`src/rtl/testdata_pkg.sv`:
```
// testdata_pkg
//   Shared definitions for the test-data stream buffer:
//   - state_t   : buffer state (LOAD, LOADED, PLAY)
//   - depth_of  : number of RAM entries for a given address width
package testdata_pkg;

    typedef enum logic [1:0] {
        ST_LOAD   = 2'd0,
        ST_LOADED = 2'd1,
        ST_PLAY   = 2'd2
    } state_t;

    function automatic int unsigned depth_of(input int unsigned addr_bits);
        return 32'd1 << addr_bits;
    endfunction

endpackage

```
`src/rtl/dist_ram_1w1r.sv`:
```
// dist_ram_1w1r
//   Signed distributed RAM, one synchronous write port and one asynchronous
//   read port. Contents are never reset.
//   Ports:
//     clk    in  : write clock, rising edge
//     we     in  : write enable
//     waddr  in  : write address
//     wdata  in  : write data (signed)
//     raddr  in  : read address
//     rdata  out : mem[raddr], combinational
module dist_ram_1w1r
    import testdata_pkg::*;
#(
    parameter int DATA_WIDTH = 16,
    parameter int ADDR_BITS  = 4
) (
    input  logic                         clk,
    input  logic                         we,
    input  logic [ADDR_BITS-1:0]         waddr,
    input  logic signed [DATA_WIDTH-1:0] wdata,
    input  logic [ADDR_BITS-1:0]         raddr,
    output logic signed [DATA_WIDTH-1:0] rdata
);

    localparam int unsigned DEPTH = depth_of(ADDR_BITS);

    (* ram_style = "distributed" *)
    logic signed [DATA_WIDTH-1:0] mem [DEPTH];

    always_ff @(posedge clk) begin
        if (we) begin
            mem[waddr] <= wdata;
        end
    end

    assign rdata = mem[raddr];

endmodule

```
`src/rtl/testdata_stream_buffer.sv`:
```
// testdata_stream_buffer
//   Loads signed samples over a valid/ready write stream into a distributed
//   RAM, then on start replays them in order over a valid/ready read stream,
//   once or looped.
//   Ports:
//     clk, rst          : clock, synchronous active-high reset
//     clear             : discard contents, return to LOAD (keeps pass_count)
//     s_data/s_valid/s_last/s_ready : load stream
//     start, loop_en    : playback control
//     m_data/m_valid/m_last/m_ready : playback stream
//     fill_count        : stored samples, 0..DEPTH
//     pass_count        : completed playback passes (wraps)
//     done              : one-cycle pulse when a non-looped playback ends
module testdata_stream_buffer
    import testdata_pkg::*;
#(
    parameter int DATA_WIDTH = 16,
    parameter int ADDR_BITS  = 4,
    parameter int PASS_BITS  = 8
) (
    input  logic                         clk,
    input  logic                         rst,
    input  logic                         clear,
    input  logic signed [DATA_WIDTH-1:0] s_data,
    input  logic                         s_valid,
    input  logic                         s_last,
    output logic                         s_ready,
    input  logic                         start,
    input  logic                         loop_en,
    output logic signed [DATA_WIDTH-1:0] m_data,
    output logic                         m_valid,
    output logic                         m_last,
    input  logic                         m_ready,
    output logic [ADDR_BITS:0]           fill_count,
    output logic [PASS_BITS-1:0]         pass_count,
    output logic                         done
);

    localparam logic [ADDR_BITS:0]   FILL_ONE  = {{ADDR_BITS{1'b0}}, 1'b1};
    // fill_count value at which the next accepted write fills the RAM
    localparam logic [ADDR_BITS:0]   FILL_LAST = {1'b0, {ADDR_BITS{1'b1}}};
    localparam logic [ADDR_BITS-1:0] PTR_ONE   = {{(ADDR_BITS-1){1'b0}}, 1'b1};
    localparam logic [PASS_BITS-1:0] PASS_ONE  = {{(PASS_BITS-1){1'b0}}, 1'b1};

    state_t               state;
    logic [ADDR_BITS-1:0] wr_ptr;
    logic [ADDR_BITS-1:0] rd_ptr;
    logic [ADDR_BITS:0]   last_idx;
    logic                 s_fire;
    logic                 m_fire;

    assign s_ready  = (state == ST_LOAD);
    assign m_valid  = (state == ST_PLAY);
    assign last_idx = fill_count - FILL_ONE;
    assign m_last   = m_valid && ({1'b0, rd_ptr} == last_idx);
    assign s_fire   = s_valid && s_ready;
    assign m_fire   = m_valid && m_ready;

    // Writes are suppressed under clear/rst so neither can race a load.
    dist_ram_1w1r #(
        .DATA_WIDTH (DATA_WIDTH),
        .ADDR_BITS  (ADDR_BITS)
    ) u_ram (
        .clk   (clk),
        .we    (s_fire && !clear && !rst),
        .waddr (wr_ptr),
        .wdata (s_data),
        .raddr (rd_ptr),
        .rdata (m_data)
    );

    always_ff @(posedge clk) begin
        if (rst) begin
            state      <= ST_LOAD;
            wr_ptr     <= '0;
            rd_ptr     <= '0;
            fill_count <= '0;
            pass_count <= '0;
            done       <= 1'b0;
        end else begin
            done <= 1'b0;
            if (clear) begin
                state      <= ST_LOAD;
                wr_ptr     <= '0;
                rd_ptr     <= '0;
                fill_count <= '0;
            end else begin
                case (state)
                    ST_LOAD: begin
                        if (s_fire) begin
                            wr_ptr     <= wr_ptr + PTR_ONE;
                            fill_count <= fill_count + FILL_ONE;
                            if (s_last || (fill_count == FILL_LAST)) begin
                                state <= ST_LOADED;
                            end
                        end
                    end
                    ST_LOADED: begin
                        if (start && (fill_count != '0)) begin
                            state      <= ST_PLAY;
                            rd_ptr     <= '0;
                            pass_count <= '0;
                        end
                    end
                    ST_PLAY: begin
                        if (m_fire) begin
                            if (!m_last) begin
                                rd_ptr <= rd_ptr + PTR_ONE;
                            end else begin
                                pass_count <= pass_count + PASS_ONE;
                                rd_ptr     <= '0;
                                if (!loop_en) begin
                                    state <= ST_LOADED;
                                    done  <= 1'b1;
                                end
                            end
                        end
                    end
                    default: state <= ST_LOAD;
                endcase
            end
        end
    end

endmodule

```
`config.mk`:
```
export PLATFORM = sky130hd
export DESIGN_NAME = testdata_stream_buffer
export DESIGN_NICKNAME = d
export VERILOG_FILES = /design/src/rtl/testdata_pkg.sv /design/src/rtl/dist_ram_1w1r.sv /design/src/rtl/testdata_stream_buffer.sv
export SDC_FILE = /design/constraint.sdc
export NUM_CORES = 1
export LEC_CHECK = 0
export ABC_AREA = 1
export CORE_MARGIN = 5
export CORE_UTILIZATION = 50
export CTS_CLUSTER_SIZE = 25
export DETAILED_ROUTE_END_ITERATION = 10
export PLACE_DENSITY = 0.74
export SYNTH_ARGS = -nofsm -noshare
export SYNTH_HDL_FRONTEND = slang
export SYNTH_HIERARCHICAL = 1
export SYNTH_SLANG_ARGS = --single-unit
export TNS_END_PERCENT = 50
```
`constraint.sdc`:
```
create_clock -name clk -period 2.4 [get_ports clk]
set_input_delay 0.48 -clock clk [delete_from_list [all_inputs] [get_ports clk]]
set_output_delay 0.48 -clock clk [all_outputs]
set_load 0.01 [all_outputs]
```
==> summary.md, run 1 <==
| Metric | Value |
|---|---|
| Status | finished with violations |
| Failing checks | negative setup slack |
| Ant diodes | 0 |
| Cells after synthesis | about 1300 |
| Synthesis-stage register bit count | 280 |
| 1st-pass router iterations | 5 |
| Top cells by area, synth | edfxtp_1 61%, nand2_1 12%, nand3_1 8.3% |
| Final setup fails | 16 |
| Initial antenna violation count | 0 |
| Core Util, Final | roughly 65% |
| Residual DRC | 0 |
| Slew Limit Headroom | 52.7% |
| DR vias | 9899 |
| Worst Path Required | about 1.9 ns |
| Buf+Inv Stages, Crit Path | 5 |
| Routability cong. | 0.809 |
| Min cycle time layout | between 2 and 3 ns |
| Num CTS Buffers | 28 |
| Finished Cell Area | 0.0162 sq mm |
| Syn nets | around 1300 |
| CTS Root Cell | clkbuf_16 |
| Crit. End Element | output port |
| Remaining global-route overflow | 0 |
| TritonCTS clock tree | yes |
| Vias per inst | about 5.6 |
| Mean Syn Cell Area | roughly 9.8 sq um |
| Final setup TNS | -1.32 ns |
| Clk buf depth | 3 |
| Cell variety after synth | 32 |
| DIE AREA | approximately 0.028 sq mm |
| Total leakage power | between 6 and 7 nW |
| Total Routing Usage GR | a little under a quarter |
| Port Buffers | 56 |
| Worst-path maximum fanout | 14 |
| Top cell family by delay on the critical path | buffers and inverters |
| Sequential share of the synthesized area | between 60% and 70% |
| H-tree Lvls | 1 |
| Mapped Area | between 0.01 and 0.015 sq mm |
| FMAX | roughly 0.39 GHz |
| Final Hold Fails | 0 |
| Critical path's largest stage delay | between 0.3 and 0.4 ns |
| Yosys warns | 6 |
| Period utilisation layout | 106% |
| Worst Skew | around 0.024 ns |
| Initial Util | between 50 and 60% |
| Dominant cell type by area after synthesis | edfxtp_1 |
| Total Nets Final | around 1500 |
| Most common cell after layout, fill and taps aside | nand2_1 |
| Non-Filler Instances | 1777 |
| Die Wd | between 150 and 200 microns |
| Final ANT Viol Nets | 0 |
| Dpl cells | 1679 |
| CORE AREA | roughly 0.025 sq mm |
| Crit path DAT | around 2.1 ns |
| Clk_lat worst skew | ~0.56 ns |
| Slowest stage cell, crit path | dfxtp_4 |
| Clock Pin Slew Worst Setup and Hold Paths | around 0.06 ns |
| Placed Area | approximately 0.014 sq mm |
| Layout cells sized above 1 | 21.1% |
| PwrDens | 628 mW/mm^2 |
| Slew Viols, Final | 0 |
| Final WL | 36.3 mm |
| Worst vdd ir | 0.000402 V |
| Avg WL per Cell | a little over 20 microns |
| Worst Tran Pin Value | around 0.71 ns |
| Via count of the first global-routing pass | approximately 9400 |
| Top cell type's share of synthesized area | between 60% and 70% |
| Commonest cells after routing, fill and taps aside | 358 x nand2_1, 256 x edfxtp_1, 230 x inv_1 |
| HPWL Detailed | 18.1 mm |
| Fill cells | approximately 1700 |
| FP Rows | 58 |
| Startpoint type of the worst setup path | flip-flop |
| Setup CP Type | reg -> out |
| RSZ-0062 raised after global routing | yes |
| Hold Crit Class | reg -> reg |
| Clock Sink Count | 280 |
| Iter 0 DRT Violations | between 1000 and 1500 |
| CP cell instances | buf_12, clkinv_16, buf_12, buf_16, nand2_2, nand3_2, nand3_1, nand3_1, nand2_1, buf_2 |
| Pin count of the biggest net entering global routing | 35 |
| Area overhead of the layout relative to synthesis | 28.8% |
| Chip height | about 170 microns |
| I/O Pins | 57 |
| Wire length of the first global-routing pass | ~52 mm |
| Max cap viols | 0 |
| Final worst slack | -0.143 ns |
-- layout make-up --
| type | instances | area [sq um] | area share [%] |
|---|---|---|---|
| Clock buffer | 31 | 712 | 4.39 |
| Inverter | 238 | 920 | 5.68 |
| Sequential cell | 280 | 8180 | 50.5 |
| Clock inverter | 21 | 174 | 1.07 |
| Multi-Input combinational cell | 718 | 3730 | 23.0 |
| Tap cell | 330 | 413 | 2.55 |
| Timing Repair Buffer | 159 | 2080 | 12.8 |
-- synthesized netlist by cell type, drive strengths merged --
| cell | count |
|---|---|
| or2 | 1 |
| nand4 | 9 |
| nor2 | 50 |
| nor4 | 1 |
| and3 | 2 |
| clkbuf | 11 |
| dfxtp | 24 |
| ha | 10 |
| o21ai | 12 |
| clkinv | 1 |
| o21bai | 1 |
| nand2 | 397 |
| inv | 237 |
| nand3b | 2 |
| nor3 | 5 |
| a21oi | 14 |
| buf | 43 |
| nand3 | 211 |
| edfxtp | 256 |
| xor2 | 1 |
-- cell families (layout without fill, tap and decap cells) --
family          after synthesis  count (layout)  share of synthesized area, %
simple gates                678             680                          23.0
buf+inv                     292             449                          9.85
flops                       280             280                          65.0
compound gates               27              27                          1.09
fa+ha+maj                    10              10                         0.995
xor+xnor                      1               1                        0.0697
-- power by group --
part	total, W	switching (W)	internal (W)
Sequential	0.00535	0.0000158	0.00534
Combinational	0.000595	0.000357	0.000238
Clock	0.00422	0.00186	0.00236
-- through the flow --
stage	total power [W]	worst slack, ns	hold slack (ns)
floorplan	0.00568	0.0262	0.463
global placement	0.00591	0.0539	0.488
detailed placement	0.00592	-0.00924	0.488
CTS	0.0101	-0.126	0.499
global route	0.0105	-0.202	0.527
finish	0.0102	-0.143	0.502
-- per-layer routing --
layer / vias up / share of wire (%) / global-route usage [%]
li1: 4436 / - / -
met1: 4673 / 38 / 31.7
met2: 676 / 48 / 39.0
met3: 114 / 11 / 3.53
met4: 0 / 4.0 / 8.68
met5: - / 0 / 0
-- final timing paths --
check / start / to / slack (ns) / cells after the start
worst max register to register: rd_ptr[0] / pass_count[4] / 0.09 / 18
worst max-delay path: rd_ptr[0] / m_data[14] / -0.14 / 10
worst min-delay path: pass_count[7] / pass_count[7] / 0.50 / 2
worst min register to register: pass_count[7] / pass_count[7] / 0.50 / 2
-- state kept, by name (all words and copies together), names as in the netlist --
signal	flops
state	2
u_ram/mem	256
pass_count	8
done	1
fill_count	5
rd_ptr	4
wr_ptr	4
-- tightest hold or removal path, cell delays in order, from the launching register on --
cell	delay (ns)
dfxtp_1	0.33
nand2_1	0.07
a21oi_1	0.05
-- what timing repair did --
action                     CTS  global route
hold buffers                 0             0
setup buffers               16            12
gates resized for setup    133            86
setup endpoints to repair   18            31
gates cloned                11             9
pin swaps                   23            30
(Power assumes the default switching activity.)
==> inputs of run 2 (changes only) <==
--- a/config.mk
+++ b/config.mk
@@ -11,6 +11,8 @@
 export CTS_CLUSTER_SIZE = 25
 export DETAILED_ROUTE_END_ITERATION = 10
 export PLACE_DENSITY = 0.74
+export SKIP_CTS_REPAIR_TIMING = 1
+export SLEW_MARGIN = 20
 export SYNTH_ARGS = -nofsm -noshare
 export SYNTH_HDL_FRONTEND = slang
 export SYNTH_HIERARCHICAL = 1
==> run 2 against run 1 <==
Effect of this change:
- the flow still finishes with violations (negative setup slack)
- via count shrank 2.5%
- power is 0.45% lower
- wire length shrank 3.7%
- maximum frequency down 2.4%
- design area shrank 3.0%
- combinational power fell by 7.2%
- clock power about the same
- sequential cell count stayed put
- cell count fell by 0.90%
- core utilization is 1.9 points lower
- sequential share of layout area up 1.6 points
- worst setup slack worse by 0.062 ns
- critical endpoint is now m_data[7]
==> summary.md, run 2 (same netlist as run 1, synthesis figures left out) <==
| Metric | Value |
|---|---|
| Final worst slack | -0.205 ns |
| Fill cells | 1826 |
| H-tree Lvls | 1 |
| Slew Limit Headroom | a little over half |
| Worst Skew | about 0.022 ns |
| 1st-pass router iterations | 5 |
| Min cycle time layout | 2.60 ns |
| TritonCTS clock tree | yes |
| Startpoint type of the worst setup path | flip-flop |
| Post-place setup slack | -0.00924 ns |
| Clk buf depth | 3 |
| Die Wd | around 170 microns |
| Regs by FF count | u_ram/mem: 256 flops, pass_count: 8 flops, fill_count: 5 flops |
| Ant diodes | 0 |
| CP cell instances | buf_6, clkbuf_16, buf_4, nand2_1, nand3_1, nand3_1, nand3_1, nand2_1, clkbuf_2 |
| Vias per inst | around 5.5 |
| Clock share of power | 41.6% |
| Sw Share | approximately 22% |
| Final setup fails | 17 |
| Max cap viols | 0 |
| Slew Viols, Final | 0 |
| DR vias | 9650 |
| Worst-path maximum fanout | 8 |
| Register area | 0.00817 sq mm |
| Initial Util | between 50% and 60% |
| CTS Root Cell | clkbuf_16 |
| Final ANT Viol Nets | 0 |
| Pint | ~0.008 W |
| Worst vdd ir | 0.000546 V |
| Total leakage power | between 6 and 7 nW |
| Residual DRC | 0 |
| Failing checks | negative setup slack |
| Non-Filler Instances | 1761 |
| Finished Cell Area | around 0.016 sq mm |
| Crit. End Element | output port |
| Clock Sink Count | 280 |
| Flop pwr share | roughly 53% |
| Total Routing Usage GR | between 20% and 30% |
| Largest register by flop count | u_ram/mem |
| Chip height | roughly 170 microns |
| Largest register FFs | between 200 and 300 |
| RSZ-0062 raised after global routing | yes |
| Hold Crit Class | reg -> reg |
| Routability cong. | about 0.81 |
| Clock Pin Slew Worst Setup and Hold Paths | roughly 0.06 ns |
| Remaining global-route overflow | 0 |
| Commonest cells after routing, fill and taps aside | 376 x nand2_1, 256 x edfxtp_1, 230 x inv_1 |
| Status | finished with violations |
| Crit path DAT | ~2.1 ns |
| Total Nets Final | 1443 |
| Slowest stage cell, crit path | dfxtp_4 |
| Most common cell after layout, fill and taps aside | nand2_1 |
| Worst Path Required | around 1.9 ns |
| Via count of the first global-routing pass | approximately 8900 |
| Clk_lat worst skew | about 0.55 ns |
| Critical Path Most Common Cell | nand3_1 |
| PwrDens | between 600 and 700 mW/mm^2 |
| Switch Pwr | 0.00221 W |
| FMAX | 0.384 GHz |
| Area overhead of the layout relative to synthesis | 25.0% |
| Port Buffers | 56 |
| Initial antenna violation count | 0 |
| Setup CP Type | reg -> out |
| Iter 0 DRT Violations | roughly 1200 |
| I/O Pins | 57 |
| Final Hold Fails | 0 |
| CORE AREA | 0.0250 sq mm |
| FP Rows | 58 |
| Area of the multi-input gates | ~0.0035 sq mm |
| Wire length of the first global-routing pass | ~47 mm |
| Pin count of the biggest net entering global routing | 86 |
| Dpl cells | about 1700 |
| HPWL Detailed | about 18 mm |
| Layout cells sized above 1 | 17.2% |
| Num CTS Buffers | 28 |
| Logic pwr share | under 10% |
| Final WL | between 30 and 40 mm |
| Avg WL per Cell | 19.9 microns |
| Critical path's largest stage delay | 0.44 ns |
| Period utilisation layout | 109% |
| Placed Area | 0.0140 sq mm |
| DIE AREA | between 0.02 and 0.03 sq mm |
| Worst Tran Pin Value | approximately 0.71 ns |
[run 2: cell types whose count changed in the layout (fill, tap and decap cells not counted), moves of 2 or more]
cell and change:
buf_4 -8, clkbuf_2 +5, buf_12 -8, nand2_1 +18, dfxtp_2 +2, nand2_2 -12, nand3_2 -24, buf_16 -7
nand2_4 -6, nand3_1 +23, buf_6 +6, dlymetal6s2s_1 +3, clkbuf_16 +5, buf_2 -6
[run 2: metal layers]
| metal | GRT usage, % | wire length, microns | vias to the layer above |
|---|---|---|---|
| li1 | - | - | 4398 |
| met1 | 28.3 | 13300 | 4568 |
| met2 | 34.9 | 16600 | 595 |
| met3 | 4.13 | 3780 | 89 |
| met4 | 5.79 | 1280 | 0 |
| met5 | 0 | 0 | - |
[run 2: power by group through the flow]
stage                     combinational, W  clock (W)  sequential [W]
after floorplan                   0.000223          0         0.00546
after global placement            0.000456          0         0.00546
after detailed placement          0.000465          0         0.00546
after CTS                         0.000470    0.00422         0.00535
after global routing              0.000593    0.00447         0.00536
final                             0.000552    0.00421         0.00536
[run 2: stage by stage]
stage	setup TNS (ns)	utilization [%]	power, W	hold WS [ns]
4_1_cts	-7.53	59.6	0.0100	0.499
2_1_floorplan	0	-	0.00568	0.463
3_5_place_dp	-0.0702	56.0	0.00592	0.488
3_3_place_gp	0	56.0	0.00591	0.488
6_report	-1.05	62.9	0.0101	0.495
5_1_grt	-2.15	62.9	0.0104	0.525
[run 2: critical path: cells and delay by family, from the launching register on]
kind                   cells  cell delay, ns
buffers and inverters      4            0.60
and+or+nand+nor            5            0.54
DFF                        1            0.44
[run 2: cell type report]
cell class                      instances  share of cell area (%)
Multi-Input combinational cell        716                    22.3
Sequential cell                       280                    52.0
Inverter                              238                    5.78
Clock inverter                         21                    1.11
Clock buffer                           31                    4.53
Timing Repair Buffer                  145                    11.6
Tap cell                              330                    2.63
[run 2: worst paths after layout]
check | startpoint | endpoint | slack [ns] | cells after the start
min | pass_count[7] | pass_count[7] | 0.50 | 2
min reg2reg | pass_count[7] | pass_count[7] | 0.50 | 2
max reg2reg | state[1] | u_ram/mem[14][6] | 0.27 | 9
max | rd_ptr[0] | m_data[7] | -0.20 | 9
